$ cat src/rtl/stack_access_sequencer.sv
// rtl/stack_access_sequencer.sv - operand stack sequencer driving a 1-cycle-latency single-port stack RAM.
// Optional top-of-stack register cache enabled by defining STACK_TOS_CACHE_EN.
module stack_access_sequencer #(
  parameter int WIDTH = 8,
  parameter int DEPTH = 16,
  localparam int SPW = $clog2(DEPTH + 1)
) (
  input  logic             clk,
  input  logic             rst,
  input  logic             cmd_valid,
  output logic             cmd_ready,
  input  logic [1:0]       cmd_op,
  input  logic [WIDTH-1:0] cmd_data,
  output logic             rsp_valid,
  output logic [WIDTH-1:0] rsp_data,
  output logic             rsp_err,
  output logic             ram_en,
  output logic             ram_we,
  output logic [SPW-2:0]   ram_addr,
  output logic [WIDTH-1:0] ram_wdata,
  input  logic [WIDTH-1:0] ram_rdata,
  output logic [SPW-1:0]   count,
  output logic             full,
  output logic             empty,
  output logic             err_ovf,
  output logic             err_udf
);

  localparam logic [1:0] OP_PUSH  = 2'b00;
  localparam logic [1:0] OP_POP   = 2'b01;
  localparam logic [1:0] OP_TOS   = 2'b10;
  localparam logic [1:0] OP_CLEAR = 2'b11;

  typedef enum logic [1:0] {
    IDLE, EXEC, RDATA
`ifdef STACK_TOS_CACHE_EN
    , REFILL
`endif
  } state_t;

  state_t           state_q, state_d;
  logic [1:0]       op_q, op_d;
  logic [WIDTH-1:0] data_q, data_d;
  logic [SPW-1:0]   count_q, count_d;
  logic             err_ovf_q, err_ovf_d;
  logic             err_udf_q, err_udf_d;
  logic [SPW-1:0]   count_m1;
  logic             full_w, empty_w;
`ifdef STACK_TOS_CACHE_EN
  logic [WIDTH-1:0] tos_q, tos_d;
  logic [SPW-1:0]   count_m2;
  assign count_m2 = count_q - 2'd2;
`endif

  assign count_m1  = count_q - 1'b1;
  assign full_w    = (count_q == SPW'(DEPTH));
  assign empty_w   = (count_q == '0);
  assign cmd_ready = (state_q == IDLE);
  assign count     = count_q;
  assign full      = full_w;
  assign empty     = empty_w;
  assign err_ovf   = err_ovf_q;
  assign err_udf   = err_udf_q;

  always_comb begin
    state_d   = state_q;
    op_d      = op_q;
    data_d    = data_q;
    count_d   = count_q;
    err_ovf_d = err_ovf_q;
    err_udf_d = err_udf_q;
`ifdef STACK_TOS_CACHE_EN
    tos_d     = tos_q;
`endif
    rsp_valid = 1'b0;
    rsp_data  = '0;
    rsp_err   = 1'b0;
    ram_en    = 1'b0;
    ram_we    = 1'b0;
    ram_addr  = '0;
    ram_wdata = '0;
    case (state_q)
      IDLE: begin
        if (cmd_valid) begin
          op_d    = cmd_op;
          data_d  = cmd_data;
          state_d = EXEC;
        end
      end
      EXEC: begin
        state_d = IDLE;
        case (op_q)
          OP_PUSH: begin
            rsp_valid = 1'b1;
            if (full_w) begin
              rsp_err   = 1'b1;
              err_ovf_d = 1'b1;
            end else begin
              count_d = count_q + 1'b1;
`ifdef STACK_TOS_CACHE_EN
              // The cached top spills into RAM only when something is already on the stack.
              ram_en    = !empty_w;
              ram_we    = !empty_w;
              ram_addr  = count_m1[SPW-2:0];
              ram_wdata = tos_q;
              tos_d     = data_q;
`else
              ram_en    = 1'b1;
              ram_we    = 1'b1;
              ram_addr  = count_q[SPW-2:0];
              ram_wdata = data_q;
`endif
            end
          end
          OP_POP, OP_TOS: begin
            if (empty_w) begin
              rsp_valid = 1'b1;
              rsp_err   = 1'b1;
              err_udf_d = 1'b1;
            end else begin
`ifdef STACK_TOS_CACHE_EN
              rsp_valid = 1'b1;
              rsp_data  = tos_q;
              if (op_q == OP_POP) begin
                count_d = count_m1;
                if (count_q >= SPW'(2)) begin
                  ram_en   = 1'b1;
                  ram_addr = count_m2[SPW-2:0];
                  state_d  = REFILL;
                end
              end
`else
              ram_en   = 1'b1;
              ram_addr = count_m1[SPW-2:0];
              state_d  = RDATA;
`endif
            end
          end
          default: begin
            rsp_valid = 1'b1;
            count_d   = '0;
            err_ovf_d = 1'b0;
            err_udf_d = 1'b0;
          end
        endcase
      end
      RDATA: begin
        rsp_valid = 1'b1;
        rsp_data  = ram_rdata;
        if (op_q == OP_POP) count_d = count_m1;
        state_d = IDLE;
      end
`ifdef STACK_TOS_CACHE_EN
      REFILL: begin
        tos_d   = ram_rdata;
        state_d = IDLE;
      end
`endif
      default: state_d = IDLE;
    endcase
  end

  always_ff @(posedge clk or posedge rst) begin
    if (rst) begin
      state_q   <= IDLE;
      op_q      <= OP_PUSH;
      data_q    <= '0;
      count_q   <= '0;
      err_ovf_q <= 1'b0;
      err_udf_q <= 1'b0;
`ifdef STACK_TOS_CACHE_EN
      tos_q     <= '0;
`endif
    end else begin
      state_q   <= state_d;
      op_q      <= op_d;
      data_q    <= data_d;
      count_q   <= count_d;
      err_ovf_q <= err_ovf_d;
      err_udf_q <= err_udf_d;
`ifdef STACK_TOS_CACHE_EN
      tos_q     <= tos_d;
`endif
    end
  end

endmodule

$ cat config.mk
export PLATFORM = sky130hd
export DESIGN_NAME = stack_access_sequencer
export DESIGN_NICKNAME = d
export VERILOG_FILES = /design/src/rtl/stack_access_sequencer.sv
export SDC_FILE = /design/constraint.sdc
export NUM_CORES = 1
export LEC_CHECK = 0
export ABC_AREA = 1
export CAP_MARGIN = 5
export CORE_MARGIN = 5
export CORE_UTILIZATION = 39
export DETAILED_ROUTE_END_ITERATION = 8
export PLACE_DENSITY_LB_ADDON = 0.05
export SLEW_MARGIN = 20
export SYNTH_ARGS = -nofsm -noshare
export SYNTH_HDL_FRONTEND = slang
export SYNTH_SLANG_ARGS = --single-unit
$ cat constraint.sdc
create_clock -name clk -period 1.3 [get_ports clk]
set_input_delay 0.13 -clock clk [delete_from_list [all_inputs] [get_ports clk]]
set_output_delay 0.13 -clock clk [all_outputs]
set_load 0.05 [all_outputs]
==> summary.md, run 1 <==
Synthesis
• per-instance average area after synthesis: 7.05 um2
• number of storage elements in the synthesis netlist: 19
• number of nets produced by synthesis: 225
• number of synthesis warnings: 0
• library cells used by synthesis: 25
• post-synthesis instance area: 1380 um2
• part of the Yosys area used for sequential elements: 0.344
• top area cells in the synthesized netlist: sky130_fd_sc_hd__dfrtp_1 (34%), sky130_fd_sc_hd__nand2_1 (12%), sky130_fd_sc_hd__inv_1 (8.4%)
• proportion of netlist area held by the largest area contributor: 0.344
• most area-hungry cell type in the Yosys netlist: sky130_fd_sc_hd__dfrtp_1
• gate count after technology mapping: 196

Timing
• Worst Endpoint after GRT Repair: rsp_err
• type of the worst endpoint after the last repair: primary output

Placement
• number of buffers added on ports: 54
• half-perimeter wire length after placement: 3650 um
• number of placed instances with taps included: 329
• gp weighted congestion: 0.870

Clocking
• Num CTS Buffers: 3
• clock root buffer: sky130_fd_sc_hd__clkbuf_4
• number of H-tree branching levels: 1
• hold_buf cts: 0
• CTS Buffer Depth: 2
• clock sink count: 19

Run status
• Failed at: global routing
• first error line in the log: [ERROR DPL-0038] Utilization greater than 100%, impossible to legalize
• result of the run: stopped before the end

Floorplan
• std cell rows: 21
• die span in x: 69.5 um
• number of ports placed on the die boundary: 55
• y dimension of the die: 69.5 um
• initial cell density of the core: 0.408

Global routing
• maximum number of pins on one net before global-route repair: 22

==> metrics by stage <==
stage / setup TNS [ps] / hold WS (ps) / cell area, um2 / setup slack [ps]
2_1_floorplan: -7650 / 80.8 / 1640 / -429
3_5_place_dp: -4960 / 473 / 2850 / -261
3_3_place_gp: -3580 / 470 / 2850 / -177
4_1_cts: -12120 / 134 / 3180 / -513
==> repair_timing <==
action | CTS
pin swaps | 17
gates resized for setup | 61
endpoints found under the hold margin | 0
setup buffers | 9
cloned | 1
setup endpoints to repair | 39
==> logic make-up after synthesis <==
logic type	synth area share
xor+xnor	0.00634
flops	0.344
compound gates	0.112
buf+inv	0.140
simple gates	0.325
fa+ha+maj	0.0724
==> cells in the mapped netlist (all sizes together) <==
library cell / n
nand2: 50
or2: 1
clkinv: 1
a21oi: 17
a21boi: 1
o21ai: 8
nand3: 17
ha: 8
buf: 4
nor2: 27
clkbuf: 2
xor2: 1
nand4: 3
dfrtp: 19
inv: 37
==> run 2, diff against run 1 <==
--- a/config.mk
+++ b/config.mk
@@ -7,10 +7,10 @@
 export LEC_CHECK = 0
 export ABC_AREA = 1
 export CAP_MARGIN = 5
-export CORE_MARGIN = 5
-export CORE_UTILIZATION = 39
+export CORE_AREA = 5 5 66 68
 export DETAILED_ROUTE_END_ITERATION = 8
-export PLACE_DENSITY_LB_ADDON = 0.05
+export DIE_AREA = 0 0 71 73
+export PLACE_DENSITY_LB_ADDON = 0.15
 export SLEW_MARGIN = 20
 export SYNTH_ARGS = -nofsm -noshare
 export SYNTH_HDL_FRONTEND = slang
==> constraint.sdc (replaced) <==
create_clock -name clk -period 1.7 [get_ports clk]
set_input_delay 0.17 -clock clk [delete_from_list [all_inputs] [get_ports clk]]
set_output_delay 0.17 -clock clk [all_outputs]
set_load 0.05 [all_outputs]
==> run 2 against run 1 <==
  * The flow now finishes, with violations (setup timing)
  * Synthesized cell count did not move
  * Area after synthesis unchanged
==> summary.md, run 2 <==
Final layout
• number of flip-flops under the largest register name: 8
• final layout net count: 304
• register ranked first by flip-flop count: data_q
• commonest cells after routing, fill and taps aside: sky130_fd_sc_hd__nand2_1 (39), sky130_fd_sc_hd__buf_12 (28), sky130_fd_sc_hd__buf_4 (27)
• area used by multi-input combinational logic: 1030 um2
• sequential cell area: 480 um2
• fraction of layout instances using a drive strength above 1: 0.460
• filler cell count in the final layout: 264
• signed area change from the synthesized netlist to the final layout: 103%
• Inserted Diodes: 0
• cell area after layout: 2800 um2
• most common cell after layout, fill and taps aside: sky130_fd_sc_hd__nand2_1
• final core utilization: 0.738

Setup path
• cells traversed along the worst timing path: inv_4 > ha_4 > nand3_4 > nand2_8 > inv_8 > o21ai_4 > nor2_4 > buf_12
• highest fanout seen on the critical path: 5
• critical path's slowest cell: sky130_fd_sc_hd__dfrtp_2
• kind of critical path: reg -> out
• worst endpoint data arrival time: 1590 ps
• Critical Path Start: count[0]$_DFFE_PP0P_
• Buf+Inv Stages, Crit Path: 3
• type of destination of the critical path: output pin
• Worst setup SP type: flip-flop
• endpoint required time on the critical path: 1530 ps
• delay of the slowest cell on the worst path: 430 ps
• reg2reg start: op_q[0]$_DFFE_PP0P_
• family with the most delay on the worst path: flip-flops

Floorplan
• die span in x: 71 um, +2.1%
• initial cell density of the core: 0.364, -0.0439
• die area: 5180 um2
• number of ports placed on the die boundary: 55, unchanged
• core region area: 3800 um2
• y dimension of the die: 73 um, +5.0%
• std cell rows: 23, +9.5%

Synthesis
• per-instance average area after synthesis: 7.05 um2, unchanged
• number of nets produced by synthesis: 225, unchanged
• part of the Yosys area used for sequential elements: 0.344, unchanged
• most common cell in the synthesized netlist: sky130_fd_sc_hd__nand2_1
• number of enable-type register cells in the synthesized netlist: 0, unchanged
• ys flop type: sky130_fd_sc_hd__dfrtp_1
• number of storage elements in the synthesis netlist: 19, unchanged
• gate count after technology mapping: 196, unchanged
• proportion of netlist area held by the largest area contributor: 0.344, unchanged
• library cells used by synthesis: 25, unchanged
• number of synthesis warnings: 0, unchanged
• fraction of registers with async set or reset after synthesis: 1.00, unchanged
• top area cells in the synthesized netlist: sky130_fd_sc_hd__dfrtp_1 (34%), sky130_fd_sc_hd__nand2_1 (12%), sky130_fd_sc_hd__inv_1 (8.4%)
• top post-synthesis cells by count: sky130_fd_sc_hd__nand2_1 (46), sky130_fd_sc_hd__inv_1 (31), sky130_fd_sc_hd__nor2_1 (23)
• post-synthesis instance area: 1380 um2, unchanged
• most area-hungry cell type in the Yosys netlist: sky130_fd_sc_hd__dfrtp_1

Route
• initial DRC count: 42
• sum of routed wire length over all layers: 4470 um
• Post-route DRC: 0
• number of search-and-repair iterations in the first detailed-routing pass: 4
• post-detailed-route count of antenna-violating nets: 0
• Wirelength per Cell: 13.8 um
• vias per inst: 4.70
• vias after detailed routing: 1,522

Timing
• slew margin rel.: 0.668
• Worst Setup Slack, final: -60.7 ps
• Hold Fails Final Rpt: 0
• unrepaired setup endpoints after global routing: yes
• number of max-slew violations in the final report: 0
• final critical path time including I/O delays and setup: 1760 ps
• slew of the pin with the lowest slew margin: 496 ps
• final setup TNS: -326 ps
• top achievable clock speed: 568 MHz
• final count of negative-setup-slack endpoints: 8
• final worst clock skew: 5.33 ps
• period utilisation layout: 1.04

Clocking
• CTS Buffer Depth: 2, unchanged
• Num CTS Buffers: 3, unchanged
• clock sink count: 19, unchanged
• clock tree from TritonCTS: built
• clock insertion delay at the later pin of the skew report: 250 ps
• clock root buffer: sky130_fd_sc_hd__clkbuf_8
• clock transition time at the flip-flop clock pins of the worst setup and hold paths: 70 ps
• number of H-tree branching levels: 1, unchanged

Run status
• result of the run: finished, violations left
• violations in the final reports: setup timing

Placement
• Placement Cell Area: 2470 um2, -13%
• gp weighted congestion: 0.865, -0.63%
• number of buffers added on ports: 54, unchanged
• half-perimeter wire length after placement: 3230 um, -12%

Global routing
• wire length of the first global-routing pass: 6980 um
• maximum number of pins on one net before global-route repair: 22
• via count of the first global-routing pass: 1,512
• antenna violations before repair: 0
• GRT overflow: 0
• global-route usage over all layers: 0.170

Pwr
• overall power after layout: 6.30 mW
• power per cell area: 2250 nW/um2
• leakage power: 1.26 nW
• largest voltage drop on the vdd net: 0.00141 V

Job
• number of maximum-capacitance constraint violations: 0

Min path
• type of the most critical hold path: in -> async

run 2: cell counts after synthesis:
No cell type changed its count.
run 2: timing repair:
action	in CTS	in global routing
pin swaps	8	11
endpoints found under the setup margin	16	29
setup buffers	7	8
hold buffers	0	0
cloned	1	0
gates resized for setup	25	14
run 2: worst paths after layout:
kind	endpoint	slack, ps	cells after the start
max	ram_addr[0]	-60	8
min	count[2]$_DFFE_PP0P_	230	2
max reg2reg	count[4]$_DFFE_PP0P_	70	10
min reg2reg	err_udf$_DFFE_PP0P_	500	2
max in group asynchronous	data_q[7]$_DFFE_PP0P_	970	3
min in group clk	data_q[1]$_DFFE_PP0P_	490	3
run 2: final cells by class:
type,instances,share of cell area
Clock buffer,4,0.0161
Inverter,38,0.0638
Multi-Input combinational cell,134,0.368
Sequential cell,19,0.171
Tap cell,50,0.0223
Timing Repair Buffer,79,0.359
run 2: logic make-up after synthesis:
group                      after synthesis  synth area share
and+or+nand+nor                         98             0.325
DFF                                     19             0.344
AOI/OAI and AO/OA                       26             0.112
adders and majority gates                8            0.0724
buffers and inverters                   44             0.140
xor gates and xnor gates                 1           0.00634
run 2: metal layers:
| metal | track usage | part of all wire | vias up |
|---|---|---|---|
| li1 | - | - | 758 |
| met1 | 0.200 | 0.41 | 702 |
| met5 | 0 | 0 | - |
| met4 | 0.0626 | 0.014 | 0 |
| met3 | 0.0399 | 0.063 | 8 |
| met2 | 0.301 | 0.52 | 54 |
run 2: per-stage QoR:
step	std cells	setup WS (ps)	hold slack (ps)
after floorplan	196	-85.9	121
after global routing	324	-123	286
after CTS	316	-66.0	237
final	324	-60.7	226
after detailed placement	304	73.4	488
after global placement	304	106	478
run 2: worst reg2reg max path: stages, from the launching register on:
cell                      delay, ps
sky130_fd_sc_hd__dfrtp_1        400
sky130_fd_sc_hd__inv_2           80
sky130_fd_sc_hd__ha_4           220
sky130_fd_sc_hd__buf_4          150
sky130_fd_sc_hd__inv_1           80
sky130_fd_sc_hd__nand2_2         90
sky130_fd_sc_hd__a21oi_4        210
sky130_fd_sc_hd__inv_2           50
sky130_fd_sc_hd__nor2_2         150
sky130_fd_sc_hd__nand2_1         70
sky130_fd_sc_hd__nand2_1         60
run 2: where the power goes:
part           switching (mW)  internal, mW  leakage, nW  total [mW]
Clock                   0.145         0.166       0.0228       0.312
Sequential              0.139         0.655        0.225       0.795
Combinational            3.03          2.16         1.02        5.19
Power figures use the tool's default switching activity.
